<file path="src/rtl/complemento2_serial_pkg.sv">
// Shared types and encodings for the serial two's-complement unit.
package complemento2_serial_pkg;

    localparam int unsigned MODE_W = 2;

    typedef enum logic [1:0] {
        IDLE = 2'd0,
        RUN  = 2'd1,
        DONE = 2'd2
    } state_t;

    localparam logic [MODE_W-1:0] MODE_PASS = 2'b00;
    localparam logic [MODE_W-1:0] MODE_NEG  = 2'b01;
    localparam logic [MODE_W-1:0] MODE_ABS  = 2'b10;
    localparam logic [MODE_W-1:0] MODE_SM   = 2'b11;

    // Whether the operand gets inverted-and-incremented, given mode and operand sign.
    function automatic logic neg_flag(input logic [MODE_W-1:0] mode, input logic sign);
        logic f;
        f = 1'b0;
        case (mode)
            MODE_PASS: f = 1'b0;
            MODE_NEG:  f = 1'b1;
            MODE_ABS:  f = sign;
            MODE_SM:   f = sign;
            default:   f = 1'b0;
        endcase
        return f;
    endfunction

endpackage

</file>
<file path="src/rtl/complemento2_serial_slice.sv">
// K-bit conditional invert-and-add slice with carry in/out.
module comp2_slice #(
    parameter int unsigned K = 2
) (
    input  logic [K-1:0] a,
    input  logic         neg,
    input  logic         c_in,
    output logic [K-1:0] s,
    output logic         c_out
);

    logic [K:0] sum;

    // Invert the slice when negating, then add the chained carry.
    always_comb begin
        sum   = {1'b0, a ^ {K{neg}}} + (K+1)'(c_in);
        s     = sum[K-1:0];
        c_out = sum[K];
    end

endmodule

</file>
<file path="src/rtl/complemento2_serial.sv">
// Serial pass/negate/abs/sign-magnitude converter, K bits per cycle, LSB first.
module complemento2_serial
    import complemento2_serial_pkg::*;
#(
    parameter int unsigned N = 8,
    parameter int unsigned K = 2
) (
    input  logic              clk,
    input  logic              rst,
    input  logic              start,
    input  logic [MODE_W-1:0] mode,
    input  logic [N-1:0]      X,
    output logic [N-1:0]      Y,
    output logic              busy,
    output logic              done,
    output logic              ovf
);

    localparam int unsigned SLICES = N / K;
    localparam int unsigned CW     = (SLICES > 1) ? $clog2(SLICES) : 1;
    localparam logic [CW-1:0] LAST = CW'(SLICES - 1);
    localparam logic [N-1:0] MIN_NEG = {1'b1, {(N-1){1'b0}}};

    state_t        state;
    logic [CW-1:0] cnt;
    logic [N-1:0]  op_q;
    logic          neg_q;
    logic          carry_q;
    logic          ovf_pend_q;

    logic [N-1:0]  op_src_c;
    logic [K-1:0]  slice_a_c;
    logic [K-1:0]  slice_s_c;
    logic          slice_co_c;

    // Operand source selection; sign-magnitude drops the sign bit.
    always_comb begin
        op_src_c  = (mode == MODE_SM) ? {1'b0, X[N-2:0]} : X;
        slice_a_c = K'(op_q >> (32'(cnt) * K));
    end

    comp2_slice #(.K(K)) u_slice (
        .a     (slice_a_c),
        .neg   (neg_q),
        .c_in  (carry_q),
        .s     (slice_s_c),
        .c_out (slice_co_c)
    );

    // Control FSM, slice write-back and registered outputs.
    always_ff @(posedge clk or posedge rst) begin
        if (rst) begin
            state      <= IDLE;
            cnt        <= '0;
            op_q       <= '0;
            neg_q      <= 1'b0;
            carry_q    <= 1'b0;
            ovf_pend_q <= 1'b0;
            Y          <= '0;
            busy       <= 1'b0;
            done       <= 1'b0;
            ovf        <= 1'b0;
        end else begin
            done <= 1'b0;
            case (state)
                IDLE: begin
                    if (start) begin
                        op_q       <= op_src_c;
                        neg_q      <= neg_flag(mode, X[N-1]);
                        carry_q    <= neg_flag(mode, X[N-1]);
                        ovf_pend_q <= ((mode == MODE_NEG) || (mode == MODE_ABS)) && (X == MIN_NEG);
                        cnt        <= '0;
                        busy       <= 1'b1;
                        state      <= RUN;
                    end
                end
                RUN: begin
                    Y[32'(cnt) * K +: K] <= slice_s_c;
                    carry_q              <= slice_co_c;
                    if (cnt == LAST) begin
                        ovf   <= ovf_pend_q;
                        busy  <= 1'b0;
                        state <= DONE;
                    end else begin
                        cnt <= cnt + 1'b1;
                    end
                end
                DONE: begin
                    done  <= 1'b1;
                    cnt   <= '0;
                    state <= IDLE;
                end
                default: state <= IDLE;
            endcase
        end
    end

endmodule

</file>
<file path="config.mk">
export PLATFORM = sky130hd
export DESIGN_NAME = complemento2_serial
export DESIGN_NICKNAME = d
export VERILOG_FILES = /design/src/rtl/complemento2_serial_pkg.sv /design/src/rtl/complemento2_serial_slice.sv /design/src/rtl/complemento2_serial.sv
export SDC_FILE = /design/constraint.sdc
export NUM_CORES = 1
export LEC_CHECK = 0
export ABC_CLOCK_PERIOD_IN_PS = 1900
export BUFFER_PORTS_ARGS = -buffer_cell sky130_fd_sc_hd__buf_2
export CAP_MARGIN = 20
export CORE_MARGIN = 2
export CORE_UTILIZATION = 45
export CTS_CLUSTER_SIZE = 25
export DETAILED_ROUTE_END_ITERATION = 16
export PLACE_DENSITY = 0.69
export SETUP_SLACK_MARGIN = 0.15
export SLEW_MARGIN = 20
export SYNTH_ARGS = -nofsm -noshare
export SYNTH_HDL_FRONTEND = slang
export SYNTH_SLANG_ARGS = --single-unit
export TNS_END_PERCENT = 30
</file>
<file path="constraint.sdc">
create_clock -name clk -period 1.9 [get_ports clk]
set_input_delay 0.285 -clock clk [delete_from_list [all_inputs] [get_ports clk]]
set_output_delay 0.285 -clock clk [all_outputs]
set_load 0.01 [all_outputs]
</file>
## Word-level counts from Yosys, hierarchy flattened

Cells that the tools add are included.

- Register bits after elaboration: 26
- Bits of input ports: 13

- Add/subtract/negate cells: 3
- Eq/ne operators: 10
- Shifts and indexed selects: 3
- Multiplexer cells: 15
- Bitwise gates (word level): 1
- Reduce and logical (&&, ||, !) cells: 13

Operator list:

| kind | count |
|---|---|
| negator 3 -> 34 bit | 1 |
| variable shift 2 x 34 -> 8 bit, first input constant | 1 |
| variable part select 2 x 34 -> 8 bit | 1 |
| bitwise mux 8 bit | 1 |
| equality test 2 bit, second input constant | 4 |
| equality test 8 bit, second input constant | 1 |
| two-way mux 2 bit | 4 |
| two-way mux 8 bit | 1 |
| AND reduction 2 bit | 4 |
| right shift 8 x 3 -> 2 bit | 1 |
| inequality test 2 bit, second input constant | 3 |
| case mux 2 bit (3 select lines) | 1 |
| AND reduction 3 bit | 2 |
| equality test 2 x 1 -> 1 bit, second input constant | 2 |
| zero test 2 bit | 2 |
| two-way mux 1 bit | 4 |
| case mux 1 bit (2 select lines) | 2 |
| case mux 2 bit (2 select lines) | 1 |
| adder 2 x 1 -> 3 bit | 1 |
| case mux 1 bit (3 select lines) | 1 |
| nonzero test 3 bit | 1 |
| adder 2 x 1 -> 2 bit, second input constant | 1 |
| nonzero test 2 bit | 1 |
| OR reduction 2 bit | 1 |
| 3 further kinds | 3 |

## Longest topological paths before layout

Gate-level depths: netlist of the first run.

- Word-level depth: 5
- Gate-level depth with buffers: 7
- Depth with buffers taken out: 6

## Hierarchy

Synthesis of the first run repeated with hierarchy kept, for this count alone.

- Cell total of the unflattened synthesis: 106
- Area, all modules: 1,310.0 um^2

Modules (own cells, without submodules):

| module | times used | cells an instance | area an instance (um^2) | sequential area each (um^2) |
|---|---|---|---|---|
| complemento2_serial | 1 | 102 | 1,267.5 | 650.6 |
| comp2_slice | 1 | 4 | 42.5 | 0.0 |

## Worst setup path after synthesis of the first run

No wires, ideal clock.

- Path kind: reg-to-reg
- From: register cnt[0]
- To: register Y[5]
- Setup time: 0.095 ns
- Arrival time: 1.979 ns
- Setup slack: -0.174 ns
- Stages on the path, launching flop included: 8
- Period minus slack after synthesis: 2.074 ns
- Cells stage by stage: dfrtp_1 -> buf_2 -> mux4_2 -> xor2_1 -> ha_1 -> ha_1 -> nand2b_1 -> o31ai_1

- Word-level cells in the longest chain between the ends: 5
- Elaborated cells on any way between the ends: 7
- Classes of those cells: add/sub: 2; shift: 3; mux: 1; bitwise: 1

RTL lines:

| what | line | text |
|---|---|---|
| start: declaration | complemento2_serial.sv:25 | `logic [CW-1:0] cnt;` |
| start signal: assignment | complemento2_serial.sv:85 | `cnt <= cnt + 1'b1;` |
| right shift 8 x 3 -> 2 bit | complemento2_serial.sv:39 | `slice_a_c = K'(op_q >> (32'(cnt) * K));` |
| XOR 2 bit | complemento2_serial_slice.sv:16 | `sum = {1'b0, a ^ {K{neg}}} + (K+1)'(c_in);` |
| adder 2 x 1 -> 3 bit | complemento2_serial_slice.sv:16 |  |
| variable part select 2 x 34 -> 8 bit | complemento2_serial.sv:78 | `Y[32'(cnt) * K +: K] <= slice_s_c;` |
| bitwise mux 8 bit * | complemento2_serial.sv:78 |  |
| end signal: indexed assignment | complemento2_serial.sv:78 |  |
| end: declaration | complemento2_serial.sv:13 | `output logic [N-1:0] Y,` |

Every way passes the cells marked *; elsewhere a longest branch is shown, timed or not.
A chain may end at the register's enable or synchronous reset.

## Worst setup path in the final report of the first run

Ends and elaborated chain as after synthesis.

==> results_dict.tcl, run 1 <==
set metrics [dict create \
    status "finished, violations left" \
    violations "setup timing" \
    nets 165 \
    drc 0 \
    hold_violations 0 \
    synth_most_common_cell "dfrtp_1" \
    setup_tns_ns -0.0151 \
    hold_path_class "in -> reg" \
    grt_max_degree 27 \
    ant_nets 0 \
    synth_common_cells "dfrtp_1, nand2_1, ha_1, o31ai_1" \
    synth-edff-count 0 \
    regArea_um2 651 \
    stdcell_count 173 \
    setup_viol 1 \
    hold_path_startpoint "X[3]" \
    synthesis.area_mm2 0.00131 \
    ir_worst_vdd_v 0.00117 \
    postSynth.asyncResetShare_pct 100 \
    viasPerCell 5.53 \
    initial_core_util_pct 47.5 \
    multi_input_area_um2 687 \
    start_kind "register" \
    yosysWarningCount 0 \
    min_period_ns 1.92 \
    fillers 232 \
    period_share_pct 101 \
    grt_pass1_vias 915 \
    wl_per_cell_um 14.4 \
    cp.required_ns 2.13 \
    crit_chain "mux4_2 > xor2_1 > ha_2 > ha_4 > nand2b_4 > o31ai_2" \
    clk_pin_slew_worst_paths_ns 0.14 \
    setup_ws_ns -0.0151 \
    drtIter0Drc 16 \
    grt_pass1_wl_um 4080 \
    place_area_mm2 0.00149 \
    synth.area.top_cells "dfrtp_1, ha_1, mux2_4, nand2_1, mux2_2" \
    grt.overflow.total 0 \
    synth_top_area_share_pct 49.7 \
    crit_arrival_ns 2.14 \
    die_y_um 58.0 \
    track_usage_pct 15.8 \
    critPathLaunch "cnt[0]" \
    ys.flop_type "dfrtp_1" \
    antenna_found_initial 0 \
    syn-num-nets 134 \
    cts_buffers 3 \
    hpwl_um 1810 \
    max_slew_margin_pct 63.9 \
    ys_types 32 \
    tritoncts "done" \
    io_pins 24 \
    place_inst 166 \
    ys_ff_latch 26 \
    die_area_mm2 0.00336 \
    numClockSinks 26 \
    syn_to_final_growth_pct 24.3 \
    leakage_nw 0.800 \
    chipWidth_um 58.0 \
    dr.pass1.iters 4 \
    p_per_area_mw_per_mm2 1700 \
    root_buffer "clkbuf_4" \
    syn_area_per_cell_um2 11.7 \
    cts_max_path_buffers 2 \
    fmax_ghz 0.522 \
    skew_ns 0.0171 \
    drv_cap 0 \
    final_max_slew_viol_count 0 \
    dpl_worst_slack_ns -0.0200 \
    portBuffers 23 \
    rsz0062_at_grt "yes" \
    cts-htree-levels 1 \
    yosysTopAreaCell "dfrtp_1" \
    syn-instance-count 112 \
    clk_latency_ns 0.33 \
    drive_gt1_share_pct 38.7 \
    end_kind "register" \
    cp_slowest_cell "mux4_2" \
    r2r_start "cnt[0]" \
    num_antenna_cells 0 \
    ys_seq_area_share_pct 49.7 \
    cp_max_fo 3 \
    wl_um 2490 \
    place_congestion 0.741 \
    coreArea_mm2 0.00276 \
    dr_total_vias 957 \
    num_rows 19 \
    path_class "reg -> reg" \
    worstMarginPinSlew_ns 0.542 \
    cpPeakStageDelay_ns 0.51 \
    postLayoutCellArea_mm2 0.00163 \
]
-- cell usage in the layout (no fill, tap or decap), types with 2 or more instances in the layout --
master     n
a22o_1     2
inv_1      4
buf_2     23
nand2b_4   2
buf_4      7
xor2_1     2
mux4_2     2
nor2_1     2
o31ai_2    3
dfrtp_1   26
nand3b_1   5
ha_2       2
nand2_1   15
mux2_4     4
mux2_2     4
ha_1       6
a21oi_1    2
clkbuf_4   3
o21ai_0    5
o31ai_1    2
nand2b_1   2
-- sequential cells by signal, summed over array words and instances (netlist names) --
signal	cells
Y	8
op_q	8
cnt	2
state	2
busy	1
carry_q	1
done	1
neg_q	1
ovf	1
ovf_pend_q	1
-- timing repair --
| item | 4_1_cts | 5_1_grt |
|---|---|---|
| hold buffers | 1 | 0 |
| hold endpoints to repair | 15 | 0 |
| setup endpoints to repair | 8 | 8 |
| buffers inserted | 1 | 1 |
| gates resized for setup | 1 | 10 |
| pin swaps | 0 | 3 |
-- worst max-delay path: cells and delay by family (launching register included) --
kind                       cells  cell delay [ns]
muxes                          1             0.51
adders and majority gates      2             0.48
DFF                            1             0.40
AOI/OAI and AO/OA              1             0.19
xor gates and xnor gates       1             0.16
and+or+nand+nor                1             0.07
-- path summary, 6_finish.rpt --
check	slack (ns)	to	cells after the start
max	-0.02	Y[5]	6
min	0.19	op_q[3]	2
max reg2reg	-0.02	Y[5]	6
min reg2reg	0.50	Y[6]	2
max in group asynchronous	1.11	Y[6]	4
min in group asynchronous	0.54	neg_q	4
-- area by class of cell --
class / instances / area share, %
Timing Repair Buffer: 31 / 10.9
Clock buffer: 3 / 1.38
Inverter: 5 / 1.31
Multi-Input combinational cell: 76 / 42.2
Tap cell: 31 / 2.38
Clock inverter: 1 / 1.84
Sequential cell: 26 / 40.0
-- per-layer routing --
metal / routed length (um) / vias to the layer above / global-route usage [%]
met2: 1250 / 21 / 24.5
met4: 21 / 0 / 2.99
met3: 102 / 5 / 4.69
met1: 1120 / 473 / 22.3
li1: - / 458 / -
met5: 0 / - / 0
-- per-stage QoR --
step	total power, mW	hold WS [ns]	util (%)
2_1_floorplan	1.85	0.325	-
5_1_grt	2.96	0.163	59.0
3_3_place_gp	2.10	0.349	54.2
4_1_cts	2.56	0.185	56.9
6_report	2.76	0.192	59.0
3_5_place_dp	2.15	0.356	54.2
-- report_power, final --
group | internal, mW | switching (mW)
Sequential | 0.764 | 0.124
Clock | 0.213 | 0.159
Combinational | 0.730 | 0.773
-- kinds of logic after synthesis --
kind of cell | share of synthesized area [%]
xor gates and xnor gates | 1.34
buffers and inverters | 3.72
muxes | 12.2
adders and majority gates | 8.60
DFF | 49.7
AOI/OAI and AO/OA | 9.93
and+or+nand+nor | 14.5
Note: power is estimated with default switching activity, not from simulation.
==> run 2, diff against run 1 <==
--- a/config.mk
+++ b/config.mk
@@ -9,10 +9,10 @@
 export BUFFER_PORTS_ARGS = -buffer_cell sky130_fd_sc_hd__buf_2
 export CAP_MARGIN = 20
 export CORE_MARGIN = 2
-export CORE_UTILIZATION = 45
+export CORE_UTILIZATION = 49
 export CTS_CLUSTER_SIZE = 25
 export DETAILED_ROUTE_END_ITERATION = 16
-export PLACE_DENSITY = 0.69
+export PLACE_DENSITY = 0.74
 export SETUP_SLACK_MARGIN = 0.15
 export SLEW_MARGIN = 20
 export SYNTH_ARGS = -nofsm -noshare
==> results_dict.tcl, run 2 (synthesized netlist as in run 1, its figures left out) <==
set metrics [dict create \
    clk_pin_slew_worst_paths_ns 0.15 \
    antenna_found_initial 0 \
    place_inst 165 \
    chipWidth_um 55.7 \
    drtIter0Drc 17 \
    layout_common_cells "dfrtp_1, buf_2, nand2_1" \
    min_period_ns 1.83 \
    clk_latency_ns 0.32 \
    num_rows 18 \
    die_area_mm2 0.00310 \
    hold_violations 0 \
    wl_um 2460 \
    cts-htree-levels 1 \
    cp.required_ns 2.15 \
    portBuffers 23 \
    end_kind "register" \
    track_usage_pct 17.0 \
    cpPeakStageDelay_ns 0.51 \
    fmax_ghz 0.546 \
    period_share_pct 96.4 \
    dpl_worst_slack_ns 0.00712 \
    place_congestion 0.805 \
    cts_buffers 3 \
    max_slew_margin_pct 65.4 \
    drive_gt1_share_pct 38.3 \
    syn_to_final_growth_pct 23.1 \
    whs_ns 0.200 \
    crit_chain "mux4_2 > xor2_1 > ha_2 > ha_4 > nand2b_4 > o31ai_2" \
    die_y_um 55.7 \
    numClockSinks 26 \
    path_class "reg -> reg" \
    start_kind "register" \
    final_max_slew_viol_count 0 \
    crit_arrival_ns 2.08 \
    num_antenna_cells 0 \
    p_per_area_mw_per_mm2 1670 \
    switching_share_pct 38.1 \
    ir_worst_vdd_v 0.000999 \
    ant_nets 0 \
    cts_max_path_buffers 2 \
    setup_tns_ns 0 \
    hpwl_um 1820 \
    power_frac_clock_pct 14.2 \
    grt_pass1_wl_um 4110 \
    rsz0062_at_grt "yes" \
    setup_ws_ns 0.0691 \
    cp_num_buf_inv 0 \
    hold_path_class "in -> reg" \
    p_int_mw 1.66 \
    cp_slowest_cell "mux4_2" \
    viasPerCell 5.39 \
    final_common_cell "dfrtp_1" \
    dr.pass1.iters 4 \
    coreArea_mm2 0.00250 \
    tritoncts "done" \
    grt_pass1_vias 928 \
    nets 164 \
    worstMarginPinSlew_ns 0.519 \
    combinationalPowerShare_pct 52.5 \
    status "finished, final reports clean" \
    grt.overflow.total 0 \
    top_regs "Y (8), op_q (8)" \
    pwr-share-seq_pct 33.3 \
    dr_total_vias 921 \
    leakage_nw 0.794 \
    stdcell_count 171 \
    io_pins 24 \
    root_buffer "clkbuf_4" \
    cp_top_family "multiplexers" \
    drc 0 \
    grt_max_degree 27 \
    switching_power_mw 1.02 \
    setup_viol 0 \
    cp_max_fo 3 \
    wl_per_cell_um 14.4 \
    skew_ns 0.00772 \
    drv_cap 0 \
    initial_core_util_pct 52.4 \
]
run 2: timing repair:
| item | 4_1_cts | 5_1_grt |
|---|---|---|
| resized for setup | 4 | 6 |
| hold buffers | 1 | 0 |
| endpoints found under the setup margin | 7 | 8 |
| endpoints found under the hold margin | 26 | 0 |
| pin swaps | 1 | 3 |
| setup buffers | 1 | 0 |
| gates cloned | 0 | 0 |
run 2: final timing paths:
kind                       startpoint      end  slack (ns)  cells past startpoint
setup / recovery               cnt[0]     Y[3]        0.07                      6
min in group asynchronous         rst      ovf        0.53                      4
hold / removal                   X[1]  op_q[1]        0.20                      2
hold reg to reg                  Y[2]     Y[2]        0.49                      2
setup reg to reg               cnt[0]     Y[3]        0.07                      6
max in group asynchronous         rst  op_q[7]        1.11                      4
run 2: routing by layer:
layer  part of all wire [%]  GRT usage (%)  vias up
met5                      0              0        -
li1                       -              -      451
met3                    3.5           2.09        4
met4                    1.2           7.32        0
met2                     48           28.4       19
met1                     47           22.2      447
run 2: per-stage QoR:
step,power [mW],util [%],instance area [um^2]
after floorplan,1.85,-,1340
after global placement,2.09,59.7,1490
after detailed placement,2.15,59.7,1490
after CTS,2.64,63.4,1590
after global routing,2.88,64.5,1610
final,2.69,64.5,1610
run 2: layout make-up:
class / count / area, um^2
fill: 188 / 887
multi-input combinational: 76 / 681
sequential: 26 / 651
timing repair buffer: 30 / 170
tap: 30 / 37.5
clock inverter: 1 / 30.0
clock buffer: 3 / 22.5
inverter: 5 / 21.3
run 2: power by group through the flow:
stage	Clock [mW]	Sequential [mW]	Combinational [mW]
after floorplan	0	0.919	0.932
after global placement	0	0.901	1.19
after detailed placement	0	0.913	1.24
after CTS	0.393	0.894	1.36
after global routing	0.407	0.920	1.56
final	0.382	0.894	1.41
run 2: worst reg2reg max path: cells and delay by family (launching register included):
kind / cells / cell delay, ns
compound gates: 1 / 0.17
xor+xnor: 1 / 0.16
fa+ha+maj: 2 / 0.47
flops: 1 / 0.40
mux: 1 / 0.51
simple gates: 1 / 0.07
==> run 3, diff against run 2 <==
--- a/config.mk
+++ b/config.mk
@@ -12,7 +12,7 @@
 export CORE_UTILIZATION = 49
 export CTS_CLUSTER_SIZE = 25
 export DETAILED_ROUTE_END_ITERATION = 16
-export PLACE_DENSITY = 0.74
+export PLACE_DENSITY = 0.73
 export SETUP_SLACK_MARGIN = 0.15
 export SLEW_MARGIN = 20
 export SYNTH_ARGS = -nofsm -noshare
==> results_dict.tcl, run 3 (synthesized netlist as in run 1, its figures left out) <==
set metrics [dict create \
    whs_endpoint "op_q[4]" \
    postLayoutCellArea_mm2 0.00159 \
    power_frac_clock_pct 11.1 \
    path_class "reg -> reg" \
    min_period_ns 1.89 \
    hold_path_startpoint "X[4]" \
    ir_worst_vdd_v 0.000872 \
    clk_latency_ns 0.32 \
    final_common_cell "dfrtp_1" \
    viasPerCell 5.44 \
    io_pins 24 \
    p_per_area_mw_per_mm2 1630 \
    drive_gt1_share_pct 37.6 \
    portBuffers 23 \
    tritoncts "done" \
    crit_chain "mux4_2 > xor2_1 > ha_2 > ha_4 > nand2b_4 > o31ai_2" \
    leakage_nw 0.785 \
    coreArea_mm2 0.00250 \
    r2r_slack_ns 0.01 \
    num_antenna_cells 0 \
    dr_total_vias 931 \
    num_rows 18 \
    period_share_pct 99.4 \
    hold_violations 0 \
    skew_ns 0.00283 \
    status "finished, final reports clean" \
    drv_cap 0 \
    switching_power_mw 1.02 \
    place_area_mm2 0.00149 \
    wl_per_cell_um 14.1 \
    ant_nets 0 \
    hold_path_class "in -> reg" \
    fmax_ghz 0.529 \
    final_max_slew_viol_count 0 \
    top_regs "Y (8), op_q (8)" \
    place_inst 165 \
    setup_viol 0 \
    cts_max_path_buffers 2 \
    place_congestion 0.767 \
    grt_pass1_vias 915 \
    chipWidth_um 55.7 \
    p_int_mw 1.57 \
    cts-htree-levels 1 \
    drc 0 \
    fillers 203 \
    nets 164 \
    r2r_start "cnt[0]" \
    combinationalPowerShare_pct 54.6 \
    hold_depth 2 \
    root_buffer "clkbuf_4" \
    initial_core_util_pct 52.4 \
    track_usage_pct 16.5 \
    cp.required_ns 2.14 \
    drtIter0Drc 16 \
    grt_pass1_wl_um 4110 \
    whs_ns 0.196 \
    pwr-share-seq_pct 34.3 \
    wl_um 2410 \
    grt.overflow.total 0 \
    hpwl_um 1740 \
    dpl_worst_slack_ns -0.0158 \
    start_kind "register" \
    dr.pass1.iters 4 \
    die_y_um 55.7 \
    syn_to_final_growth_pct 21.3 \
    max_slew_margin_pct 64.3 \
    cpPeakStageDelay_ns 0.52 \
    cp_slowest_cell "mux4_2" \
    rsz0062_at_grt "yes" \
    clk_pin_slew_worst_paths_ns 0.15 \
    end_kind "register" \
    reg2reg_to "Y[5]" \
    cts_buffers 3 \
    stdcell_count 171 \
    fin_util_pct 63.6 \
    setup_ws_ns 0.0112 \
    worstMarginPinSlew_ns 0.535 \
    layout_common_cells "dfrtp_1, buf_2, nand2_1" \
    ff2ff_path_depth 6 \
    crit_arrival_ns 2.13 \
    cp_max_fo 3 \
    grt_max_degree 27 \
    die_area_mm2 0.00310 \
    switching_share_pct 39.5 \
    antenna_found_initial 0 \
    numClockSinks 26 \
]
-- run 3: cell types whose count changed in the layout (fill, tap and decap cells not counted) --
cell	before	now
o31ai_1	1	2
bufinv_16	1	0
o31ai_2	4	3
inv_4	1	0
clkbuf_8	0	1
inv_2	0	1
-- run 3: per-layer routing --
metal	track usage [%]	vias to the layer above	share of wire [%]
li1	-	455	-
met1	23.5	453	47
met2	26.4	23	49
met3	2.09	0	4.2
met4	5.23	0	0
met5	0	-	0
-- run 3: metrics by stage --
step	TNS, ns	total power [mW]
6_report	0	2.59
5_1_grt	-0.122	2.80
3_3_place_gp	0	2.09
4_1_cts	0	2.46
2_1_floorplan	-0.117	1.85
3_5_place_dp	-0.0158	2.14
-- run 3: worst max path at each step --
stage	start	end	slack, ns	cells past startpoint
floorplan	cnt[0]	Y[5]	-0.04	7
global placement	cnt[0]	Y[5]	0.05	6
detailed placement	cnt[0]	Y[3]	-0.02	6
CTS	cnt[0]	Y[5]	0.02	6
global route	cnt[0]	Y[5]	-0.06	6
finish	cnt[0]	Y[5]	0.01	6
-- run 3: critical path: cells and delay by family, from the launching register on --
kind	cells	cell delay, ns
compound gates	1	0.18
mux	1	0.52
simple gates	1	0.08
xor+xnor	1	0.16
fa+ha+maj	2	0.47
flops	1	0.40
-- run 3: final cells by class --
type                    instances  area [um^2]  area share [%]
multi-input cells              76          676            42.5
inverters                       5         18.8            1.18
repair buffers                 30          170            10.7
well taps                      30         37.5            2.36
clock buffers                   4         36.3            2.28
flip-flops and latches         26          651            40.9
-- run 3: timing repair --
item	4_1_cts	5_1_grt
buffers inserted	1	0
resized for setup	1	7
hold buffers	1	0
endpoints found under the hold margin	26	0
endpoints found under the setup margin	7	8
pin swaps	0	2
-- run 3: power by group through the flow --
| stage | clock network, mW | logic (mW) | registers [mW] |
|---|---|---|---|
| final | 0.287 | 1.42 | 0.891 |
| after CTS | 0.290 | 1.27 | 0.892 |
| after detailed placement | 0 | 1.23 | 0.908 |
| after global routing | 0.314 | 1.56 | 0.922 |
| after floorplan | 0 | 0.932 | 0.919 |
| after global placement | 0 | 1.19 | 0.902 |
